<file path="src/rtl/uart_phy.sv">
// Full-duplex UART transceiver: configurable baud, data width, parity and stop bits.
// RX uses a 2-FF synchroniser, 3-sample majority vote per bit and false-start rejection.
module uart_phy #(
    parameter int CLK_HZ    = 50000000,
    parameter int BAUD      = 115200,
    parameter int DATA_BITS = 8,
    parameter int PARITY    = 0,
    parameter int STOP_BITS = 1
) (
    input  logic                 clk,
    input  logic                 reset_n,
    input  logic                 srx,
    output logic                 stx,
    input  logic [DATA_BITS-1:0] tx_data,
    input  logic                 tx_valid,
    output logic                 tx_ready,
    output logic [DATA_BITS-1:0] rx_data,
    output logic                 rx_valid,
    input  logic                 rx_ready,
    output logic                 rx_frame_err,
    output logic                 rx_parity_err,
    output logic                 rx_overrun,
    input  logic                 err_clr
);

    localparam int CPB = (CLK_HZ + BAUD / 2) / BAUD;
    localparam int CW  = $clog2(CPB * STOP_BITS);
    localparam int IW  = $clog2(DATA_BITS);

    localparam logic [CW-1:0] BIT_END  = CW'(CPB - 1);
    localparam logic [CW-1:0] STOP_END = CW'(CPB * STOP_BITS - 1);
    localparam logic [CW-1:0] SMP0     = CW'(CPB / 2 - 1);
    localparam logic [CW-1:0] SMP1     = CW'(CPB / 2);
    localparam logic [CW-1:0] SMP2     = CW'(CPB / 2 + 1);
    localparam logic [IW-1:0] LAST_BIT = IW'(DATA_BITS - 1);
    localparam logic          PAR_ODD  = (PARITY == 1);

    generate
        if (CPB < 8) begin : g_cpb_check
            $error("uart_phy: clocks per bit must be at least 8");
        end
        if (DATA_BITS < 5 || DATA_BITS > 9) begin : g_width_check
            $error("uart_phy: DATA_BITS must be 5..9");
        end
        if (PARITY < 0 || PARITY > 2) begin : g_parity_check
            $error("uart_phy: PARITY must be 0, 1 or 2");
        end
        if (STOP_BITS < 1 || STOP_BITS > 2) begin : g_stop_check
            $error("uart_phy: STOP_BITS must be 1 or 2");
        end
    endgenerate

    typedef enum logic [2:0] {
        S_IDLE,
        S_START,
        S_DATA,
        S_PARITY,
        S_STOP
    } state_t;

    localparam state_t AFTER_DATA = (PARITY != 0) ? S_PARITY : S_STOP;

    // ---------------- transmitter ----------------
    state_t                 tx_state_reg, tx_state_next;
    logic [CW-1:0]          tx_cnt_reg, tx_cnt_next;
    logic [IW-1:0]          tx_idx_reg, tx_idx_next;
    logic [DATA_BITS-1:0]   tx_shift_reg, tx_shift_next;
    logic                   tx_par_reg, tx_par_next;
    logic                   stx_reg, stx_next;

    always_ff @(posedge clk or negedge reset_n) begin
        if (!reset_n) begin
            tx_state_reg <= S_IDLE;
            tx_cnt_reg   <= '0;
            tx_idx_reg   <= '0;
            tx_shift_reg <= '0;
            tx_par_reg   <= 1'b0;
            stx_reg      <= 1'b1;
        end else begin
            tx_state_reg <= tx_state_next;
            tx_cnt_reg   <= tx_cnt_next;
            tx_idx_reg   <= tx_idx_next;
            tx_shift_reg <= tx_shift_next;
            tx_par_reg   <= tx_par_next;
            stx_reg      <= stx_next;
        end
    end

    always_comb begin
        tx_state_next = tx_state_reg;
        tx_cnt_next   = tx_cnt_reg;
        tx_idx_next   = tx_idx_reg;
        tx_shift_next = tx_shift_reg;
        tx_par_next   = tx_par_reg;
        stx_next      = 1'b1;
        case (tx_state_reg)
            S_IDLE: begin
                if (tx_valid) begin
                    tx_state_next = S_START;
                    tx_cnt_next   = '0;
                    tx_idx_next   = '0;
                    tx_shift_next = tx_data;
                    tx_par_next   = (^tx_data) ^ PAR_ODD;
                end
            end
            S_START: begin
                if (tx_cnt_reg == BIT_END) begin
                    tx_state_next = S_DATA;
                    tx_cnt_next   = '0;
                end else begin
                    tx_cnt_next = tx_cnt_reg + 1'b1;
                end
            end
            S_DATA: begin
                if (tx_cnt_reg == BIT_END) begin
                    tx_cnt_next   = '0;
                    tx_shift_next = tx_shift_reg >> 1;
                    if (tx_idx_reg == LAST_BIT) begin
                        tx_state_next = AFTER_DATA;
                    end else begin
                        tx_idx_next = tx_idx_reg + 1'b1;
                    end
                end else begin
                    tx_cnt_next = tx_cnt_reg + 1'b1;
                end
            end
            S_PARITY: begin
                if (tx_cnt_reg == BIT_END) begin
                    tx_state_next = S_STOP;
                    tx_cnt_next   = '0;
                end else begin
                    tx_cnt_next = tx_cnt_reg + 1'b1;
                end
            end
            S_STOP: begin
                if (tx_cnt_reg == STOP_END) begin
                    tx_state_next = S_IDLE;
                    tx_cnt_next   = '0;
                end else begin
                    tx_cnt_next = tx_cnt_reg + 1'b1;
                end
            end
            default: tx_state_next = S_IDLE;
        endcase
        // Line level follows the state being entered so stx stays a plain register.
        case (tx_state_next)
            S_START:  stx_next = 1'b0;
            S_DATA:   stx_next = tx_shift_next[0];
            S_PARITY: stx_next = tx_par_next;
            default:  stx_next = 1'b1;
        endcase
    end

    assign stx      = stx_reg;
    assign tx_ready = (tx_state_reg == S_IDLE);

    // ---------------- receiver ----------------
    logic [1:0]             sync_reg;
    logic                   rx_s;
    state_t                 rx_state_reg, rx_state_next;
    logic [CW-1:0]          rx_cnt_reg, rx_cnt_next;
    logic [IW-1:0]          rx_idx_reg, rx_idx_next;
    logic [DATA_BITS-1:0]   rx_shift_reg, rx_shift_next;
    logic [1:0]             smp_reg, smp_next;
    logic                   rx_perr_reg, rx_perr_next;
    logic                   vote;
    logic                   frame_done;
    logic [DATA_BITS-1:0]   rx_data_reg;
    logic                   rx_valid_reg, rx_ferr_reg, rx_perr_out_reg, rx_ovr_reg;

    always_ff @(posedge clk or negedge reset_n) begin
        if (!reset_n) begin
            sync_reg <= 2'b11;
        end else begin
            sync_reg <= {sync_reg[0], srx};
        end
    end

    assign rx_s = sync_reg[1];
    assign vote = (smp_reg[0] & smp_reg[1]) | (smp_reg[0] & rx_s) | (smp_reg[1] & rx_s);

    always_ff @(posedge clk or negedge reset_n) begin
        if (!reset_n) begin
            rx_state_reg <= S_IDLE;
            rx_cnt_reg   <= '0;
            rx_idx_reg   <= '0;
            rx_shift_reg <= '0;
            smp_reg      <= 2'b11;
            rx_perr_reg  <= 1'b0;
        end else begin
            rx_state_reg <= rx_state_next;
            rx_cnt_reg   <= rx_cnt_next;
            rx_idx_reg   <= rx_idx_next;
            rx_shift_reg <= rx_shift_next;
            smp_reg      <= smp_next;
            rx_perr_reg  <= rx_perr_next;
        end
    end

    always_comb begin
        rx_state_next = rx_state_reg;
        rx_cnt_next   = rx_cnt_reg;
        rx_idx_next   = rx_idx_reg;
        rx_shift_next = rx_shift_reg;
        smp_next      = smp_reg;
        rx_perr_next  = rx_perr_reg;
        frame_done    = 1'b0;
        if (rx_cnt_reg == SMP0) smp_next[0] = rx_s;
        if (rx_cnt_reg == SMP1) smp_next[1] = rx_s;
        case (rx_state_reg)
            S_IDLE: begin
                rx_cnt_next = '0;
                if (!rx_s) begin
                    // The cycle the low is first seen is count 0 of the start bit.
                    rx_state_next = S_START;
                    rx_cnt_next   = CW'(1);
                    rx_idx_next   = '0;
                    rx_perr_next  = 1'b0;
                end
            end
            S_START: begin
                if (rx_cnt_reg == SMP2 && vote) begin
                    rx_state_next = S_IDLE;
                    rx_cnt_next   = '0;
                end else if (rx_cnt_reg == BIT_END) begin
                    rx_state_next = S_DATA;
                    rx_cnt_next   = '0;
                end else begin
                    rx_cnt_next = rx_cnt_reg + 1'b1;
                end
            end
            S_DATA: begin
                if (rx_cnt_reg == SMP2) rx_shift_next = {vote, rx_shift_reg[DATA_BITS-1:1]};
                if (rx_cnt_reg == BIT_END) begin
                    rx_cnt_next = '0;
                    if (rx_idx_reg == LAST_BIT) begin
                        rx_state_next = AFTER_DATA;
                    end else begin
                        rx_idx_next = rx_idx_reg + 1'b1;
                    end
                end else begin
                    rx_cnt_next = rx_cnt_reg + 1'b1;
                end
            end
            S_PARITY: begin
                if (rx_cnt_reg == SMP2) rx_perr_next = (^rx_shift_reg) ^ vote ^ PAR_ODD;
                if (rx_cnt_reg == BIT_END) begin
                    rx_state_next = S_STOP;
                    rx_cnt_next   = '0;
                end else begin
                    rx_cnt_next = rx_cnt_reg + 1'b1;
                end
            end
            S_STOP: begin
                if (rx_cnt_reg == SMP2) begin
                    rx_state_next = S_IDLE;
                    rx_cnt_next   = '0;
                    frame_done    = 1'b1;
                end else begin
                    rx_cnt_next = rx_cnt_reg + 1'b1;
                end
            end
            default: rx_state_next = S_IDLE;
        endcase
    end

    // A completed frame is dropped (and overrun flagged) only if the held one is not being taken.
    always_ff @(posedge clk or negedge reset_n) begin
        if (!reset_n) begin
            rx_data_reg     <= '0;
            rx_valid_reg    <= 1'b0;
            rx_ferr_reg     <= 1'b0;
            rx_perr_out_reg <= 1'b0;
            rx_ovr_reg      <= 1'b0;
        end else begin
            if (frame_done && (!rx_valid_reg || rx_ready)) begin
                rx_data_reg     <= rx_shift_reg;
                rx_ferr_reg     <= ~vote;
                rx_perr_out_reg <= rx_perr_reg;
                rx_valid_reg    <= 1'b1;
            end else if (rx_valid_reg && rx_ready) begin
                rx_valid_reg <= 1'b0;
            end
            if (frame_done && rx_valid_reg && !rx_ready) begin
                rx_ovr_reg <= 1'b1;
            end else if (err_clr) begin
                rx_ovr_reg <= 1'b0;
            end
        end
    end

    assign rx_data       = rx_data_reg;
    assign rx_valid      = rx_valid_reg;
    assign rx_frame_err  = rx_ferr_reg;
    assign rx_parity_err = rx_perr_out_reg;
    assign rx_overrun    = rx_ovr_reg;

endmodule

</file>
<file path="config.mk">
export PLATFORM = sky130hd
export DESIGN_NAME = uart_phy
export DESIGN_NICKNAME = d
export VERILOG_FILES = /design/src/rtl/uart_phy.sv
export SDC_FILE = /design/constraint.sdc
export NUM_CORES = 1
export LEC_CHECK = 0
export CORE_ASPECT_RATIO = 1.4
export CORE_UTILIZATION = 52
export DETAILED_ROUTE_END_ITERATION = 8
export PLACE_DENSITY = 0.76
export SYNTH_ARGS = -nofsm -noshare
export SYNTH_HDL_FRONTEND = slang
export SYNTH_SLANG_ARGS = --single-unit
export TNS_END_PERCENT = 10
</file>
<file path="constraint.sdc">
create_clock -name clk -period 2.15 [get_ports clk]
set_input_delay 0.645 -clock clk [delete_from_list [all_inputs] [get_ports clk]]
set_output_delay 0.645 -clock clk [all_outputs]
set_load 0.02 [all_outputs]
</file>
Yosys cells after proc, flatten, opt, wreduce, memory -nomap -nowiden:

Index checks and enable logic that the tools add are counted.

* bits in read-only memories: 0
* output and inout port bits: 14
* bits of input ports: 14
* memories kept: 0
* RAM bits: 0
* bits in latches: 0
* register bits after elaboration: 65

* shift-type cells: 0
* magnitude comparators: 0
* reductions and logical operators: 28
* div/mod/pow operators: 0
* add/sub/neg operators: 4
* muxes and demuxes: 46
* equal/unequal tests: 29
* multiply operators: 0
* bitwise gates (word level): 7

Operator list (count)
* 3-bit two-way mux: 19
* 9-bit two-way mux: 5
* 9-bit one-hot mux with 4 select lines: 1
* 3-bit one-hot mux with 5 select lines: 2
* 9-bit by 8-bit == test with 1-bit output, second input constant: 3
* 2-bit != test, second input constant: 10
* 9-bit by 1-bit adder with 9-bit output, second input constant: 2
* 3-bit by 2-bit == test with 1-bit output, second input constant: 6
* 9-bit == test, second input constant: 2
* 9-bit one-hot mux with 2 select lines: 1
* 8-bit two-way mux: 2
* 8-bit one-hot mux with 2 select lines: 1
* 8-bit XOR reduction: 2
* 3-bit == test, second input constant: 4
* 3-bit one-hot mux with 2 select lines: 2
* 2-bit nonzero test: 6
* 1-bit two-way mux: 11
* 3-bit by 1-bit == test with 1-bit output, second input constant: 3
* 4-bit AND reduction: 2
* 3-bit by 1-bit adder with 3-bit output, second input constant: 2
* 3-bit zero test: 2
* 3-bit AND reduction: 2
* 6-bit AND reduction: 1
* 1-bit logical AND: 5
* other kinds (13): 18

Longest topological paths before layout:

* word-level depth: 6
* gate-level depth with buffers: 8

Worst setup path after synthesis:

Ideal clock, no wire load.

* path kind: reg-to-reg
* start point: register rx_cnt_reg[2]
* end point: register rx_idx_reg[0]
* required time: 2.025 ns
* setup slack: 0.026 ns
* stages on the path, launching flop included: 6
* buffers on the path: 0
* setup time: 0.125 ns
* data arrival time: 1.999 ns
* clock period less this slack: 2.124 ns
* path through: dfrtp_1 -> or4b_1 -> nor3_2 -> a31oi_1 -> nor3_2 -> mux2_2

* word-level cells in the longest chain between the ends: 3

Ends and longest elaborated chain
* from (decl): RTL line 161 `logic [CW-1:0] rx_cnt_reg, rx_cnt_next;`
* from (signal assigned): RTL line 192 `rx_cnt_reg <= rx_cnt_next;`
* 9-bit == test: RTL line 234 `if (rx_cnt_reg == BIT_END) begin`
* 2-bit != test (no source line)
* 4-bit AND reduction (no source line)
* to (signal assigned): RTL line 193 `rx_idx_reg <= rx_idx_next;`
* to (decl): RTL line 162 `logic [IW-1:0] rx_idx_reg, rx_idx_next;`

Every way passes these cells.
A chain may end at the register's enable or synchronous reset.

Worst setup path after layout:

Same ends and word-level chain as after synthesis.

==> flow_summary.toml <==
[finish]
drive_gt1_share_pct = 19.7
area_growth_pct = 21.5
multi_input_area_sq_um = 1590
seqCellArea_sq_um = 1630
stdcell_count = 453
fin_nets = 400
antennaDiodeCount = 0
fillers = 463

[drt]
vias = 2517
post_drt_wl_per_cell_microns = 14.3
vias_per_cell = 5.56
drc = 1
dr.pass1.iters = 6
ant_nets = 0
drt-initial-drc-count = 131
routed_wl_microns = 6480

[worst_setup_path]
crit_arrival_ns = 2.25
critPathMaxStageDelay_ns = 0.59
slowest_stage = "or4b_1"
crit_type = "reg2reg"
startpoint_type = "flip-flop"
endpoint_kind = "flip-flop"
crit_chain = "or4b_1, nor3_4, a31oi_1, nor3_2, mux2_2"
required_ns = 2.39
regToRegStartpoint = "rx_cnt_reg[2]"
startpoint = "rx_cnt_reg[2]"
crit_fanout = 8

[floorplan]
io_pins = 28
die_h_microns = 96.3
core_sq_um = 6170
initial_utilization_pct = 53.5
dieArea_sq_um = 6680
die_w_microns = 69.4
num_rows = 34

[synth]
yosysTopAreaCell = "dfrtp_1"
yosys_register_bits = 65
yosysWarnings = 0
yosysUniqueCellTypes = 54
syn-cell-area_sq_um = 3300
synthArstFlopShare_pct = 100
ys_top_cells_by_area = "dfrtp_1 45%, mux2_2 6.8%, nand2_1 5.8%"
syn_area_per_cell_sq_um = 10.2
ys_seq_area_share_pct = 49.4
yosys-top-cells-count = "60 x dfrtp_1, 51 x nand2_1, 20 x mux2_2, 20 x nor2_1, 18 x o21ai_0"
synth-main-ff-cell = "dfrtp_1"
synth_edf_count = 0
yosysTopAreaCellShare_pct = 45.5
synth_most_common_cell = "dfrtp_1"
synthCells = 323
syn-num-nets = 347

[power_and_ir_drop]
peakVddDrop_mv = 0.426
power.leakage_nw = 1.88
power.density_nw_per_um2 = 595

[timing]
hold_violations = 0
fin_crit_ns = 2.01
rsz0062_at_grt = "false"
timing.fmax_mhz = 496
fin_tns_setup_ns = 0
worst_pin_slew_ns = 0.420
maxSlewHeadroom_pct = 71.7
setup_viol = 0
fin_crit_sh_pct = 93.7
finClkSkew_ns = 0.0125
maxSlewViolCount = 0

[grt]
grtUsageTotal_pct = 21.2
grt_max_degree = 66
grt_pass1_wl_microns = 11100
antenna_found_initial = 0
grt-ovfl-total = 0
grt_pass1_vias = 2566

[clock_tree]
clk_latency_ns = 0.36
cts-hold-fix-buffers = 0
tritoncts = "yes"
cts_setup_buffers = 0
cts_buffer_depth = 2
cts-resized-gates = 2
root_buffer = "clkbuf_8"
htreeDepth = 3
cts_made_buffers = 9
cts_sinks = 65
clkTransAtPathRegs_ns = 0.07

[placement]
hpwl_microns = 4580
dp.cells = 437
place.gp.congestion = 0.804
port_buffers = 27

[outcome]
violations = "design-rule violations"
status = "complete, but fails checks"

[run]
cap_violations = 0

[worst_hold_path]
hold_path_class = "in2async"
[layer usage]
| metal | part of all wire [%] | wire [microns] | global-route usage, % |
|---|---|---|---|
| met2 | 52 | 3340 | 38.2 |
| met4 | 2.9 | 187 | 14.1 |
| met5 | 0 | 0 | 0 |
| met3 | 2.5 | 162 | 3.14 |
| met1 | 43 | 2790 | 23.4 |
[path summary, 6_finish.rpt]
check,slack [ns],depth (start not counted),to
max in group asynchronous,1.52,2,smp_reg[0]
hold reg to reg,0.36,0,sync_reg[1]
min in group clk,0.36,0,sync_reg[1]
setup / recovery,0.14,5,rx_idx_reg[0]
setup reg to reg,0.14,5,rx_idx_reg[0]
hold / removal,0.30,2,tx_cnt_reg[4]
[metrics by stage]
step	hold slack (ns)	setup slack [ns]	power (mW)	cell area [sq um]	util [%]
2_1_floorplan	0.345	0.0259	1.29	3300	-
3_3_place_gp	0.357	0.0777	1.35	3810	61.7
3_5_place_dp	0.357	0.0580	1.35	3810	61.7
4_1_cts	0.314	0.000209	2.40	4010	65.0
5_1_grt	0.337	0.00168	2.47	4010	65.1
6_report	0.297	0.135	2.39	4010	65.1
[power breakdown]
group | total, mW | leakage [nW] | internal [mW] | switching [mW]
clock | 1.06 | 0.100 | 0.545 | 0.515
sequential | 1.24 | 0.831 | 1.23 | 0.00660
combinational | 0.0865 | 0.948 | 0.0421 | 0.0444
[logic make-up after synthesis]
group,synth area share [%]
flops,49.4
fa+ha+maj,4.09
compound gates,13.4
buf+inv,2.54
simple gates,17.9
mux,8.18
xor+xnor,4.51
[placed cells by master, fill, tap and decap left out, drive strengths merged, types with 7 or more instances in the layout]
| cell | netlist | layout |
|---|---|---|
| o21ai | 18 | 18 |
| clkdlybuf4s50 | 0 | 24 |
| ha | 10 | 10 |
| nor3 | 8 | 8 |
| nor2 | 22 | 22 |
| dfrtp | 60 | 60 |
| mux2 | 21 | 21 |
| o22ai | 8 | 8 |
| xnor2 | 16 | 16 |
| nand3 | 7 | 7 |
| nand2 | 51 | 51 |
| buf | 2 | 23 |
| clkbuf | 5 | 10 |
| inv | 15 | 17 |
[layout make-up]
class,instances,area share [%]
tap,72,2.24
sequential,65,40.7
multi-input combinational,236,39.7
clock inverter,7,1.93
timing repair buffer,49,11.0
inverter,15,1.40
clock buffer,9,3.09
[worst max-delay path, delay by kind of cell (launching register included)]
kind,cells,cell delay [ns]
DFF,1,0.45
muxes,1,0.35
and+or+nand+nor,3,0.99
AOI/OAI and AO/OA,1,0.12
Power figures use the tool's default switching activity.
